`src/rtl/fetch_buffer.sv`:
```
// ============================================================================
// fetch_buffer
// ----------------------------------------------------------------------------
// This module is a small instruction queue between the fetch stage and decode.
// Each fetch cycle it stores {InstrF, PCF, PCPlus4F} in a circular buffer.
// It presents the oldest stored entry to decode through a valid/stall
// handshake.
//
// ReadyF drives the PC register enable. Fetch therefore stalls only when the
// queue is full. FlushD discards every queued entry; it is driven on a taken
// branch or a JALR resolved in execute.
//
// Optional feature (compile-time macro FETCH_BUFFER_BYPASS_EN):
//   When the macro is defined and the queue is empty, a valid fetch goes
//   straight to the decode outputs in the same cycle. This happens only when
//   decode is not stalled and no flush is pending. A forwarded instruction is
//   consumed directly and never written into the buffer. When the macro is
//   undefined, every instruction spends at least one cycle in the buffer.
//
// Parameters:
//   DATA_WIDTH : width of the instruction, PC and PC+4 fields
//   DEPTH      : number of entries (power of two, >= 2)
//   NOP_INSTR  : instruction shown on InstrD while the queue is empty
//
// Ports:
//   clk        in   clock, all state updates on the rising edge
//   reset      in   synchronous active-high reset (highest priority)
//   ValidF     in   fetch presents an instruction this cycle
//   InstrF     in   fetched instruction
//   PCF        in   PC of the fetched instruction
//   PCPlus4F   in   PCF + 4
//   ReadyF     out  queue can accept (PC register enable)
//   StallD     in   decode cannot accept this cycle
//   FlushD     in   discard all queued entries
//   ValidD     out  head entry valid
//   InstrD     out  head instruction, NOP_INSTR when empty
//   PCD        out  head PC, zero when empty
//   PCPlus4D   out  head PC+4, zero when empty
//   CountO     out  current occupancy (debug)
// ============================================================================
module fetch_buffer #(
    parameter int                    DATA_WIDTH = 32,
    parameter int                    DEPTH      = 4,
    parameter logic [DATA_WIDTH-1:0] NOP_INSTR  = 32'h0000_0013
) (
    input  logic                       clk,
    input  logic                       reset,
    input  logic                       ValidF,
    input  logic [DATA_WIDTH-1:0]      InstrF,
    input  logic [DATA_WIDTH-1:0]      PCF,
    input  logic [DATA_WIDTH-1:0]      PCPlus4F,
    output logic                       ReadyF,
    input  logic                       StallD,
    input  logic                       FlushD,
    output logic                       ValidD,
    output logic [DATA_WIDTH-1:0]      InstrD,
    output logic [DATA_WIDTH-1:0]      PCD,
    output logic [DATA_WIDTH-1:0]      PCPlus4D,
    output logic [$clog2(DEPTH):0]     CountO
);

    localparam int PTR_W = $clog2(DEPTH);
    localparam int CNT_W = PTR_W + 1;

    localparam logic [CNT_W-1:0]      FULL_CNT  = CNT_W'(DEPTH);
    localparam logic [CNT_W-1:0]      ZERO_CNT  = {CNT_W{1'b0}};
    localparam logic [CNT_W-1:0]      ONE_CNT   = {{(CNT_W-1){1'b0}}, 1'b1};
    localparam logic [PTR_W-1:0]      ZERO_PTR  = {PTR_W{1'b0}};
    localparam logic [PTR_W-1:0]      ONE_PTR   = {{(PTR_W-1){1'b0}}, 1'b1};
    localparam logic [DATA_WIDTH-1:0] ZERO_DATA = {DATA_WIDTH{1'b0}};

    // ------------------------------------------------------------------------
    // State. Entry storage is never cleared. Only the count and the pointers
    // decide which entries are valid.
    // ------------------------------------------------------------------------
    logic [DATA_WIDTH-1:0] instr_mem_q  [DEPTH];
    logic [DATA_WIDTH-1:0] pc_mem_q     [DEPTH];
    logic [DATA_WIDTH-1:0] pcplus4_mem_q[DEPTH];

    logic [PTR_W-1:0] rd_ptr_q, rd_ptr_d;
    logic [PTR_W-1:0] wr_ptr_q, wr_ptr_d;
    logic [CNT_W-1:0] count_q,  count_d;

    logic ready_s;
    logic head_valid_s;
    logic bypass_s;
    logic push_s;
    logic pop_s;

    // Handshake qualifiers, all derived from registered count plus inputs.
    always_comb begin
        // ReadyF depends only on the registered count. This keeps StallD
        // from reaching the PC enable through a combinational path.
        ready_s      = (count_q < FULL_CNT);
        head_valid_s = (count_q != ZERO_CNT);
`ifdef FETCH_BUFFER_BYPASS_EN
        // On an empty queue the fetch input goes straight to decode.
        bypass_s     = (~head_valid_s) & ValidF & ~StallD & ~FlushD;
`else
        bypass_s     = 1'b0;
`endif
        // A forwarded instruction is consumed directly, so it is not stored.
        push_s       = ValidF & ready_s & ~FlushD & ~bypass_s;
        // Only a stored entry can be popped. A bypassed one never sits in the
        // buffer.
        pop_s        = head_valid_s & ~StallD & ~FlushD;
    end

    // Next-state logic for the pointers and the occupancy count.
    always_comb begin
        rd_ptr_d = rd_ptr_q;
        wr_ptr_d = wr_ptr_q;
        count_d  = count_q;
        if (FlushD) begin
            // Flush empties the queue by pulling the read pointer up to the
            // write pointer. Any same-cycle fetch is already blocked by push_s.
            rd_ptr_d = wr_ptr_q;
            count_d  = ZERO_CNT;
        end else begin
            // DEPTH is a power of two, so pointer overflow is the modulo wrap.
            if (push_s) begin
                wr_ptr_d = wr_ptr_q + ONE_PTR;
            end else begin
                wr_ptr_d = wr_ptr_q;
            end
            if (pop_s) begin
                rd_ptr_d = rd_ptr_q + ONE_PTR;
            end else begin
                rd_ptr_d = rd_ptr_q;
            end
            case ({push_s, pop_s})
                2'b10:   count_d = count_q + ONE_CNT;
                2'b01:   count_d = count_q - ONE_CNT;
                default: count_d = count_q;
            endcase
        end
    end

    // Control-state register with synchronous reset.
    always_ff @(posedge clk) begin
        if (reset) begin
            rd_ptr_q <= ZERO_PTR;
            wr_ptr_q <= ZERO_PTR;
            count_q  <= ZERO_CNT;
        end else begin
            rd_ptr_q <= rd_ptr_d;
            wr_ptr_q <= wr_ptr_d;
            count_q  <= count_d;
        end
    end

    // Entry storage write port. The data is left unreset because validity
    // comes from the count alone.
    always_ff @(posedge clk) begin
        if (push_s) begin
            instr_mem_q[wr_ptr_q]   <= InstrF;
            pc_mem_q[wr_ptr_q]      <= PCF;
            pcplus4_mem_q[wr_ptr_q] <= PCPlus4F;
        end
    end

    // Decode-side outputs: the stored head entry, then the bypass path, then
    // the idle NOP.
    always_comb begin
        ValidD   = 1'b0;
        InstrD   = NOP_INSTR;
        PCD      = ZERO_DATA;
        PCPlus4D = ZERO_DATA;
        if (head_valid_s) begin
            ValidD   = 1'b1;
            InstrD   = instr_mem_q[rd_ptr_q];
            PCD      = pc_mem_q[rd_ptr_q];
            PCPlus4D = pcplus4_mem_q[rd_ptr_q];
        end else if (bypass_s) begin
            ValidD   = 1'b1;
            InstrD   = InstrF;
            PCD      = PCF;
            PCPlus4D = PCPlus4F;
        end else begin
            ValidD   = 1'b0;
            InstrD   = NOP_INSTR;
            PCD      = ZERO_DATA;
            PCPlus4D = ZERO_DATA;
        end
    end

    // Fetch-side ready and debug occupancy.
    always_comb begin
        ReadyF = ready_s;
        CountO = count_q;
    end

endmodule

```
`config.mk`:
```
export PLATFORM = sky130hd
export DESIGN_NAME = fetch_buffer
export DESIGN_NICKNAME = d
export VERILOG_FILES = /design/src/rtl/fetch_buffer.sv
export SDC_FILE = /design/constraint.sdc
export NUM_CORES = 1
export LEC_CHECK = 0
export CAP_MARGIN = 20
export CORE_MARGIN = 1.5
export CORE_UTILIZATION = 45
export DETAILED_ROUTE_END_ITERATION = 8
export PLACE_DENSITY = 0.67
export SLEW_MARGIN = 20
export SYNTH_ARGS = -nofsm -noshare
export SYNTH_HDL_FRONTEND = slang
export SYNTH_SLANG_ARGS = --single-unit
```
`constraint.sdc`:
```
create_clock -name clk -period 10.5 [get_ports clk]
set_input_delay 3.15 -clock clk [delete_from_list [all_inputs] [get_ports clk]]
set_output_delay 3.15 -clock clk [all_outputs]
set_load 0.05 [all_outputs]
```
==> Word-level counts from Yosys, hierarchy flattened <==
Memory sizes are Yosys's and may differ from the RTL's. A register that Yosys moved wholly into a read port is not among the register bits.
Index checks and enable logic that the tools add are counted.
{ "word_totals": {"register_bits": 7, "n_memories": 3, "input_bits": 101, "elab_cells": 39, "output_inout_bits": 101, "ramBits": 384} }
{ "op_classes": {"n_eq_ne": 2, "order_cmp": 1, "add_sub_neg": 4, "muxes": 15, "bitwise_logic": 6, "reduce_logical": 5} }
{ "memory_table": {"columns": ["name", "words", "width", "rd", "rd_clocked_by_memory_dff", "write_ports", "line", "source"], "rows": [
  ["instr_mem_q", 4, 32, 1, 1, 1, "76", "logic [DATA_WIDTH-1:0] instr_mem_q [DEPTH];"],
  ["pc_mem_q", 4, 32, 1, 1, 1, "77", "logic [DATA_WIDTH-1:0] pc_mem_q [DEPTH];"],
  ["pcplus4_mem_q", 4, 32, 1, 1, 1, "78", "logic [DATA_WIDTH-1:0] pcplus4_mem_q[DEPTH];"]
]} }
{ "ops": {"columns": ["op", "n"], "rows": [
  ["$mux 32", 3],
  ["$mux 2", 8],
  ["$pmux 3 s2", 1],
  ["$add 2x1->2 const B", 2],
  ["$and 1x1->1", 4],
  ["$reduce_bool 2->1", 2],
  ["$add 3x1->3 const B", 1],
  ["$lt 3x3->1 const B", 1],
  ["$mux 1", 3],
  ["$reduce_bool 3->1", 1],
  ["$sub 3x1->3 const B", 1],
  ["$eq 2x1->1 const B", 1],
  ["$eq 2x2->1 const B", 1],
  ["$not 1->1", 2],
  ["$reduce_and 2->1", 1],
  ["$reduce_or 2->1", 1]
]} }

==> Logic depth before layout (Yosys ltp) <==
Gate-level depths: netlist of the first run.
{ "depth": {"ltp_word": 7, "depth_mapped": 10, "ltp_nobuf": 8} }

==> Worst setup path after synthesis of the first run <==
OpenSTA, ideal clock, no wires.
{ "synth_path": {"path_type": "input -> register", "start": "input FlushD", "end": "memory instr_mem_q[0][0], enable pin", "setup_slack_ns": 4.052, "path_stages": 3, "t_arrival_ns": 5.982, "n_path_buf": 1, "required_time_ns": 10.034, "cell_sequence": "clkbuf_1 nor3b_2 and2_1"} }
{ "synth_between": {"elab_chain_len": 4} }
{ "synth_rtl": {"columns": ["item", "line", "source"], "rows": [
  ["start, declared", "54", "input logic FlushD,"],
  ["$not 1->1 (no line)", null, null],
  ["$and 1x1->1", "103", "push_s = ValidF & ready_s & ~FlushD & ~bypass_s;"],
  ["$mux 1", "155", "if (push_s) begin"],
  ["$mux 1 (not written as such)", "156", "instr_mem_q[wr_ptr_q] <= InstrF;"],
  ["end, declared", "76", null]
]} }
No other way between the ends.

==> out/results.ini, run 1 <==
[status]
outcome = finished, final reports clean

[power_and_ir_drop]
p_int_mw = 2.75
ir_worst_vdd_mv = 0.138
switching_share_pct = 20.6
p_sw_mw = 0.714
p_comb_share_pct = 7.5
powerDensity_mw_per_mm2 = 185
clock_power_share_pct = 41.3
share_seq_of_total_power_pct = 51.2
finalPower_mw = 3.47
static-leakage-power_nw = 5.81

[die]
initial_utilization_pct = 45.8
rows = 66
dieArea_sq_mm = 0.0343
core_sq_mm = 0.0326
io_pins = 202
die_h_um = 185
fp.dieW_um = 185

[sta]
relSlewSlack_pct = 34.9
setup_viol = 0
max_freq_mhz = 150
slew_viol_final = 0
rsz0062_at_grt = false
post-route-period-util_pct = 63.7
fin_crit_ps = 6690
setup_tns_ps = 0
skew_ps = 6.43
worst_slew_pin_slew_ps = 976
hold_viol_final = 0

[clock_network]
cts.htree.levels = 2
clock_path_buffers = 3
root_buffer = clkbuf_16
cts_hold_buf = 0
clk_pin_slew_ps = 60
cts_tree = done
numCtsBuffers = 41
clock_latency_ps = 510
cts_resized = 0
cts_num_sinks = 393
post-cts-setup-buffers = 0

[global_route]
grt_pass1_vias = 7503
grt_max_degree = 80
antenna_found_initial = 2
grt_use_total_pct = 16.9
grt_pass1_wl_mm = 43.0
gr-total-overflow = 0

[worst_setup_path]
max_stage_delay_ps = 750
cp_slowest_cell = clkdlybuf4s50_1
cp.required_ps = 7350
crit_type = reg -> out
cp_max_fo = 39
cp_top_family = buffers and inverters
cp_num_buf_inv = 2
cp_cell_sequence = buf_4, mux4_2, nor2b_1, clkdlybuf4s50_1
startpoint_type = flop
cp.arrival_ps = 3540
end_kind = output pin

[run]
max_cap_violations = 0

[detailed_routing]
drt_pre_antenna_iters = 4
post_drt_via_cell_ratio = 5.14
routed_wl_mm = 28.6
via_count = 6981
post-route-drc-count = 0
drt_iter0_markers = 379
wire_per_inst_um = 21.1
detail-route-antenna-nets = 0

[synthesis]
syn_nets = 769
synth_warnings = 0
synth.distinct_cells = 25
syn_avg_cell_area_sq_um = 22.6
synthTopCellsByArea = edfxtp_1 (77%), mux4_2 (14%), nor2b_1 (3.9%)
synth_seq_cells = 393
yosysSeqAreaShare_pct = 78.3
synth_cells = 662
netlist_area_sq_mm = 0.0150
synth_top_area_share_pct = 77.1
yosys.area.top_type = edfxtp_1

[placed_design]
io_buffer_count = 201
hpwl_mm = 16.7
place_inst = 1280
gp_congestion = 0.708

[final_layout]
nets = 988
drive_gt1_share_pct = 18.9
syn_to_final_growth_pct = 25.7
instances_no_fill = 1358

[hold_path]
min_path_type = reg -> reg

-- path summary, 6_finish.rpt --
path	startpoint	to	slack, ps	cells after the start
hold / removal	wr_ptr_q[1]	wr_ptr_q[1]	560	2
hold reg to reg	wr_ptr_q[1]	wr_ptr_q[1]	560	2
setup / recovery	flop	PCPlus4D[23]	3810	4
setup reg to reg	CountO[0]	CountO[2]	7550	10
-- flip-flops by register name (all words and copies together), names as in the netlist, named ones only --
register	cells
instr_mem_q	128
pc_mem_q	128
pcplus4_mem_q	128
CountO	3
rd_ptr_q	2
wr_ptr_q	2
-- layer usage --
metal / GRT usage, % / up-vias / routed length, um
li1: - / 3146 / -
met1: 20.4 / 3637 / 11300
met2: 30.6 / 156 / 15500
met3: 3.22 / 42 / 1260
met4: 5.11 / 0 / 537
met5: 0 / - / 0
-- cell type report --
| class | instances | area [sq um] |
|---|---|---|
| Tap cell | 442 | 553 |
| Timing Repair Buffer | 210 | 2080 |
| Antenna cell | 2 | 5.00 |
| Multi-Input combinational cell | 226 | 3040 |
| Sequential cell | 393 | 11700 |
| Inverter | 9 | 33.8 |
| Clock inverter | 26 | 255 |
| Fill cell | 2439 | 13800 |
| Clock buffer | 50 | 1100 |
-- power by group through the flow --
stage | Sequential [mW] | Clock [mW] | Combinational, mW
final | 1.77 | 1.43 | 0.260
after global routing | 1.78 | 1.53 | 0.277
after CTS | 1.78 | 1.47 | 0.265
after detailed placement | 1.81 | 0 | 0.264
after global placement | 1.81 | 0 | 0.261
after floorplan | 1.80 | 0 | 0.164
-- layout by cell type, fill, tap and decap left out, drive strengths merged, types with 4 or more instances in the layout --
master         count
clkinv            17
inv               10
edfxtp           384
ha                 5
nor2b             93
mux4              96
buf                9
bufinv             5
and2               4
dfxtp              9
clkdlybuf4s50    201
clkbuf            50
nor3               5
-- cell usage after synthesis --
cell and number:
and2_1 4, mux2i_1 1, fa_1 1, nor3b_2 1, buf_6 5, nor4_1 1, mux4_2 96, or2_1 3
o21ai_0 1, ha_1 5, clkbuf_1 16, o21a_1 1, edfxtp_1 384, a211oi_1 1, nor3_1 5, nor2_1 3
dfxtp_1 9, xor2_1 2, a21oi_1 3, nor2b_1 93, xnor2_1 1, inv_1 9, buf_2 13, or3_1 1
o31a_1 3
-- cell families (layout without fill, tap and decap cells) --
| family | Yosys count | after routing | share of synthesized area (%) |
|---|---|---|---|
| other | 0 | 2 | 0 |
| AND/OR/NAND/NOR | 111 | 111 | 4.59 |
| multiplexers | 97 | 97 | 14.5 |
| adder cells (fa/ha/maj) | 6 | 6 | 0.552 |
| buffers and inverters | 43 | 295 | 1.44 |
| AO/OA/AOI/OAI | 9 | 9 | 0.410 |
| XOR/XNOR | 3 | 3 | 0.176 |
| flip-flops | 393 | 393 | 78.3 |
-- worst min-delay path: cells and delay by family, from the launching register on --
kind,cells,cell delay (ps)
simple gates,1,50
mux,1,130
flops,1,340
-- through the flow --
step | area, sq um | worst slack, ps | hold slack, ps | util, %
after global placement | 17400 | 4240 | 554 | 53.4
after global routing | 18800 | 3520 | 613 | 57.6
final | 18800 | 3810 | 564 | 57.6
after floorplan | 15000 | 4050 | 514 | -
after detailed placement | 17400 | 4230 | 567 | 53.4
after CTS | 18800 | 3660 | 577 | 57.6
Note: power is estimated with default switching activity, not from simulation.
==> run 2, diff against run 1 <==
Settings changed: PLACE_DENSITY 0.67 to 0.7.
Clock period 10.5 ns to 6.1 ns, I/O delays scaled along.
==> run 2 against run 1 <==
Effect of this change:
- via count is 1.1% higher
- non-clock buffer count is 2 higher
- critical endpoint is now PCD[29]
- utilization down 0.17 points
- register-to-register slack lost 4100 ps
- setup slack got worse by 2600 ps
- final area is 0.30% lower
- combinational power is 75% higher
- highest routed layer is now met5
- sequential power up 72%
- hold slack about the same
- clock power increased by 57%
- total power up 66%
==> out/results.ini, run 2 (same netlist as run 1, synthesis figures left out) <==
[status]
outcome = finished, final reports clean  ; unchanged

[sta]
post-route-period-util_pct = 80.7
slew_viol_final = 0  ; unchanged
hold_viol_final = 0  ; unchanged
worst_slew_pin_slew_ps = 873  ; was 976 ps
setup_tns_ps = 0  ; unchanged
skew_ps = 21.3  ; was 6.43 ps
relSlewSlack_pct = 41.8  ; was 34.9%
rsz0062_at_grt = false  ; unchanged
setup_viol = 0  ; unchanged
max_freq_mhz = 203
fin_crit_ps = 4920

[global_route]
grt_pass1_wl_mm = 42.3  ; was 43.0 mm
gr-total-overflow = 0  ; unchanged
grt_max_degree = 69  ; was 80
antenna_found_initial = 1  ; was 2
grt_pass1_vias = 7279  ; was 7503
grt_use_total_pct = 16.7  ; was 16.9%

[power_and_ir_drop]
p_comb_share_pct = 7.9  ; was 7.5%
clock_power_share_pct = 39.0  ; was 41.3%
share_seq_of_total_power_pct = 53.1  ; was 51.2%
static-leakage-power_nw = 5.78  ; was 5.81 nW
p_sw_mw = 1.20  ; was 0.714 mW
switching_share_pct = 20.9  ; was 20.6%
p_int_mw = 4.54  ; was 2.75 mW
powerDensity_mw_per_mm2 = 307  ; was 185 mW/mm^2
ir_worst_vdd_mv = 0.250  ; was 0.138 mV

[final_layout]
final_cell_mix = edfxtp_1 (384), clkdlybuf4s50_1 (201), mux4_2 (96)  ; unchanged
diodes = 0  ; was 2
instances_no_fill = 1353  ; was 1358
reg.largest.list = instr_mem_q x128, pc_mem_q x128, pcplus4_mem_q x128  ; unchanged
fin_util_pct = 57.4  ; was 57.6%
final_common_cell = edfxtp_1  ; unchanged
syn_to_final_growth_pct = 25.3  ; was 25.7%
nets = 989  ; was 988
drive_gt1_share_pct = 18.6  ; was 18.9%
stdcell_area_sq_mm = 0.0187  ; was 0.0188 sq mm

[worst_setup_path]
end_kind = output pin  ; unchanged
cp.required_ps = 4270  ; was 7350 ps
startpoint_type = flop  ; unchanged
cp_slowest_cell = clkdlybuf4s50_1  ; unchanged
max_stage_delay_ps = 850  ; was 750 ps
cp_max_fo = 50  ; was 39
crit_type = reg -> out  ; unchanged
cp_cell_sequence = buf_12, mux4_2, nor2b_1, clkdlybuf4s50_1  ; was buf_4, mux4_2, nor2b_1, clkdlybuf4s50_1
cp.arrival_ps = 3090  ; was 3540 ps

[detailed_routing]
via_count = 7060  ; was 6981
post_drt_via_cell_ratio = 5.22  ; was 5.14
detail-route-antenna-nets = 0  ; unchanged
routed_wl_mm = 28.0  ; was 28.6 mm
post-route-drc-count = 0  ; unchanged
drt_pre_antenna_iters = 4  ; unchanged
drt_iter0_markers = 369  ; was 379
wire_per_inst_um = 20.7  ; was 21.1 um

[clock_network]
clock_path_buffers = 3  ; unchanged
cts_hold_buf = 0  ; unchanged
cts_tree = done  ; unchanged
numCtsBuffers = 40  ; was 41
cts.htree.levels = 2  ; unchanged
root_buffer = clkbuf_16  ; unchanged
post-cts-setup-buffers = 0  ; unchanged
clk_pin_slew_ps = 60  ; about the same
cts_resized = 0  ; unchanged
clock_latency_ps = 530  ; was 510 ps
cts_num_sinks = 393  ; unchanged

[die]
io_pins = 202  ; unchanged
dieArea_sq_mm = 0.0343  ; unchanged
die_h_um = 185  ; unchanged
initial_utilization_pct = 45.8  ; unchanged
core_sq_mm = 0.0326  ; unchanged
fp.dieW_um = 185  ; unchanged
rows = 66  ; unchanged

[placed_design]
place_inst = 1282  ; was 1280
gp_congestion = 0.696  ; was 0.708
postPlaceCellArea_sq_mm = 0.0175  ; was 0.0174 sq mm
io_buffer_count = 201  ; unchanged
hpwl_mm = 16.2  ; was 16.7 mm

[hold_path]
min_path_type = reg -> reg  ; unchanged

[run]
max_cap_violations = 0  ; unchanged

[run 2: changes by cell type in the layout (fill, tap and decap cells not counted), moves of 2 or more]
cell / delta
buf_12: +7
buf_4: -5
clkbuf_1: +5
clkinv_1: -4
bufinv_16: -3
clkbuf_16: -3
clkinvlp_4: -3
diode_2: -2
[run 2: worst max-delay path, delay by kind of cell (launching register included)]
family	cells	cell delay [ps]
buffers and inverters	2	1240
flip-flops	1	840
multiplexers	1	250
AND/OR/NAND/NOR	1	220
[run 2: power groups by stage]
| stage | sequential, mW | clock [mW] | combinational, mW |
|---|---|---|---|
| finish | 3.05 | 2.24 | 0.454 |
| global route | 3.06 | 2.41 | 0.484 |
| CTS | 3.05 | 2.31 | 0.462 |
| detailed placement | 3.11 | 0 | 0.460 |
| global placement | 3.11 | 0 | 0.455 |
| floorplan | 3.10 | 0 | 0.282 |
[run 2: area by class of cell]
class                      instances  area (sq um)
sequential                       393         11700
fill                            2406         13900
clock buffer                      52          1050
clock inverter                    19           158
tap                              442           553
inverter                           9          33.8
multi-input combinational        226          3040
timing repair buffer             212          2180
[run 2: worst paths after layout]
| check | startpoint | end | slack (ps) | cells after the start |
|---|---|---|---|---|
| max | flop | PCD[29] | 1180 | 4 |
| min | wr_ptr_q[1] | wr_ptr_q[1] | 560 | 2 |
| max reg2reg | CountO[2] | CountO[2] | 3450 | 9 |
| min reg2reg | wr_ptr_q[1] | wr_ptr_q[1] | 560 | 2 |
[run 2: routing by layer]
layer	up-vias	part of all wire, %	routed length, um	GRT usage, %
met5	-	0.047	13	0
met4	2	1.9	533	4.59
met3	42	5.1	1410	3.52
met2	190	52	14500	28.7
met1	3680	41	11500	21.5
li1	3146	-	-	-
[run 2: through the flow]
| step | worst slack, ps | power, mW | hold WS [ps] |
|---|---|---|---|
| 3_5_place_dp | 1650 | 3.57 | 554 |
| 2_1_floorplan | 972 | 3.38 | 514 |
| 3_3_place_gp | 1660 | 3.56 | 556 |
| 4_1_cts | 1090 | 5.83 | 564 |
| 6_report | 1180 | 5.75 | 564 |
| 5_1_grt | 1030 | 5.95 | 589 |
==> run 3, diff against run 2 <==
Clock period 6.1 ns to 4.4 ns, I/O delays scaled along.
==> run 3 against run 2 <==
Effect of this change:
- first-iteration DRC count grew 24%
- utilization grew 0.46 points
- hold slack lost 4.8 ps
- cell count grew 0.52%
- global-route usage grew 0.24 points
- final area grew 0.80%
- setup slack lost 930 ps
- die area is the same
- wire length grew 1.0%
- clock skew shrank 7.8 ps
- sequential power grew 39%
- sequential cell count is the same
- critical endpoint is now InstrD[1]
- highest routed layer unchanged
==> out/results.ini, run 3 (same netlist as run 1, synthesis figures left out) <==
[detailed_routing]
detail-route-antenna-nets = 0  ; unchanged
drt_pre_antenna_iters = 4  ; unchanged
drt_iter0_markers = 456  ; was 369
via_count = 7024  ; was 7060
post-route-drc-count = 0  ; unchanged
routed_wl_mm = 28.2  ; was 28.0 mm
post_drt_via_cell_ratio = 5.16  ; was 5.22
wire_per_inst_um = 20.8  ; was 20.7 um

[global_route]
use_met3_pct = 3.76  ; was 3.52%
gr-total-overflow = 0  ; unchanged
grt_pass1_vias = 7503  ; was 7279
grt_max_degree = 103  ; was 69
grt_pass1_wl_mm = 43.3  ; was 42.3 mm
met1_usage_pct = 20.8  ; was 21.5%
antenna_found_initial = 3  ; was 1
top_usage_layer = met2  ; unchanged
met2_usage_pct = 29.9  ; was 28.7%
grt_use_total_pct = 16.9  ; was 16.7%

[clock_network]
clk_pin_slew_ps = 60  ; about the same
cts.htree.levels = 2  ; unchanged
numCtsBuffers = 40  ; unchanged
cts_num_sinks = 393  ; unchanged
post-cts-setup-buffers = 0  ; unchanged
root_buffer = clkbuf_16  ; unchanged
clock_path_buffers = 3  ; unchanged
cts_hold_buf = 0  ; unchanged
clock_latency_ps = 530  ; about the same
cts_tree = done  ; unchanged
cts_resized = 0  ; unchanged

[final_layout]
reg.largest.list = instr_mem_q x128, pc_mem_q x128, pcplus4_mem_q x128  ; unchanged
final_common_cell = edfxtp_1  ; unchanged
nets = 992  ; was 989
final_cell_mix = edfxtp_1 (384), clkdlybuf4s50_1 (201), mux4_2 (96)  ; unchanged
syn_to_final_growth_pct = 26.3  ; was 25.3%
drive_gt1_share_pct = 18.7  ; was 18.6%
fin_util_pct = 57.9  ; was 57.4%

[sta]
slew_viol_final = 0  ; unchanged
post-route-period-util_pct = 94.4
rsz0062_at_grt = false  ; unchanged
relSlewSlack_pct = 56.8  ; was 41.8%
fin_crit_ps = 4150
worst_slew_pin_slew_ps = 648  ; was 873 ps
max_freq_mhz = 241
hold_viol_final = 0  ; unchanged
setup_viol = 0  ; unchanged
setup_tns_ps = 0  ; unchanged
skew_ps = 13.5  ; was 21.3 ps

[die]
rows = 66  ; unchanged
fp.dieW_um = 185  ; unchanged
die_h_um = 185  ; unchanged
core_sq_mm = 0.0326  ; unchanged
initial_utilization_pct = 45.8  ; unchanged
io_pins = 202  ; unchanged
dieArea_sq_mm = 0.0343  ; unchanged

[power_and_ir_drop]
powerDensity_mw_per_mm2 = 428  ; was 307 mW/mm^2
static-leakage-power_nw = 5.82  ; was 5.78 nW
ir_worst_vdd_mv = 0.320  ; was 0.250 mV

[worst_setup_path]
end_kind = output pin  ; unchanged
cp.required_ps = 3080  ; was 4270 ps
cp_max_fo = 25  ; was 50
cp_num_buf_inv = 2  ; unchanged
cp_slowest_cell = clkdlybuf4s50_1  ; unchanged
cp.arrival_ps = 2830  ; was 3090 ps
max_stage_delay_ps = 700  ; was 850 ps
crit_type = reg -> out  ; unchanged
startpoint_type = flop  ; unchanged
cp_cell_sequence = buf_12, mux4_2, or2_1, clkdlybuf4s50_1  ; was buf_12, mux4_2, nor2b_1, clkdlybuf4s50_1
cp_top_family = buffers and inverters  ; unchanged

[placed_design]
io_buffer_count = 201  ; unchanged
hpwl_mm = 16.3  ; was 16.2 mm
gp_congestion = 0.700  ; was 0.696

[hold_path]
min_path_type = reg -> reg  ; unchanged

[status]
outcome = finished, final reports clean  ; unchanged

[run]
max_cap_violations = 0  ; unchanged

run 3: changes by cell type in the layout (fill, tap and decap cells not counted), moves of 3 or more:
cell        delta
clkinvlp_4     +3
clkinv_2       -5
clkbuf_1       -3
buf_12         +6
clkinv_1       +6
buf_4          -3
run 3: stage by stage:
step	setup slack [ps]	power, mW	std cells	hold slack (ps)	instance area (sq um)
3_5_place_dp	722	4.96	1285	555	17600
3_3_place_gp	730	4.95	1285	537	17600
2_1_floorplan	828	4.69	662	514	15000
5_1_grt	91.0	8.35	1360	589	18900
6_report	245	8.08	1360	559	18900
4_1_cts	167	8.18	1358	563	18900
run 3: final cells by class:
class	instances	area, sq um
diodes	2	5.00
well taps	442	553
repair buffers	215	2280
flip-flops and latches	393	11700
clock inverters	23	191
clock buffers	50	1060
multi-input cells	226	3040
fillers	2372	13700
inverters	9	33.8
run 3: worst paths after layout:
check | slack, ps | start | endpoint | depth (start not counted)
worst min-delay path | 560 | wr_ptr_q[1] | wr_ptr_q[1] | 2
worst min register to register | 560 | wr_ptr_q[1] | wr_ptr_q[1] | 2
worst max-delay path | 250 | flop | InstrD[1] | 4
worst max register to register | 2000 | CountO[2] | CountO[2] | 9
run 3: power by group:
group	total (mW)	internal, mW	switching (mW)	leakage (nW)
Sequential	4.23	4.20	0.0305	3.56
Combinational	0.644	0.310	0.334	1.66
Clock	3.21	1.89	1.32	0.601
Total	8.08	6.39	1.69	5.82
run 3: layer usage:
layer / vias to the layer above / share of wire, %
met5: - / 0.060
met4: 2 / 1.9
met3: 43 / 6.0
met2: 203 / 52
met1: 3632 / 40
li1: 3144 / -
run 3: worst min-delay path, cell delays in order, from the launching register on:
cell	delay, ps
dfxtp_1	340
mux2i_1	130
nor2_1	50
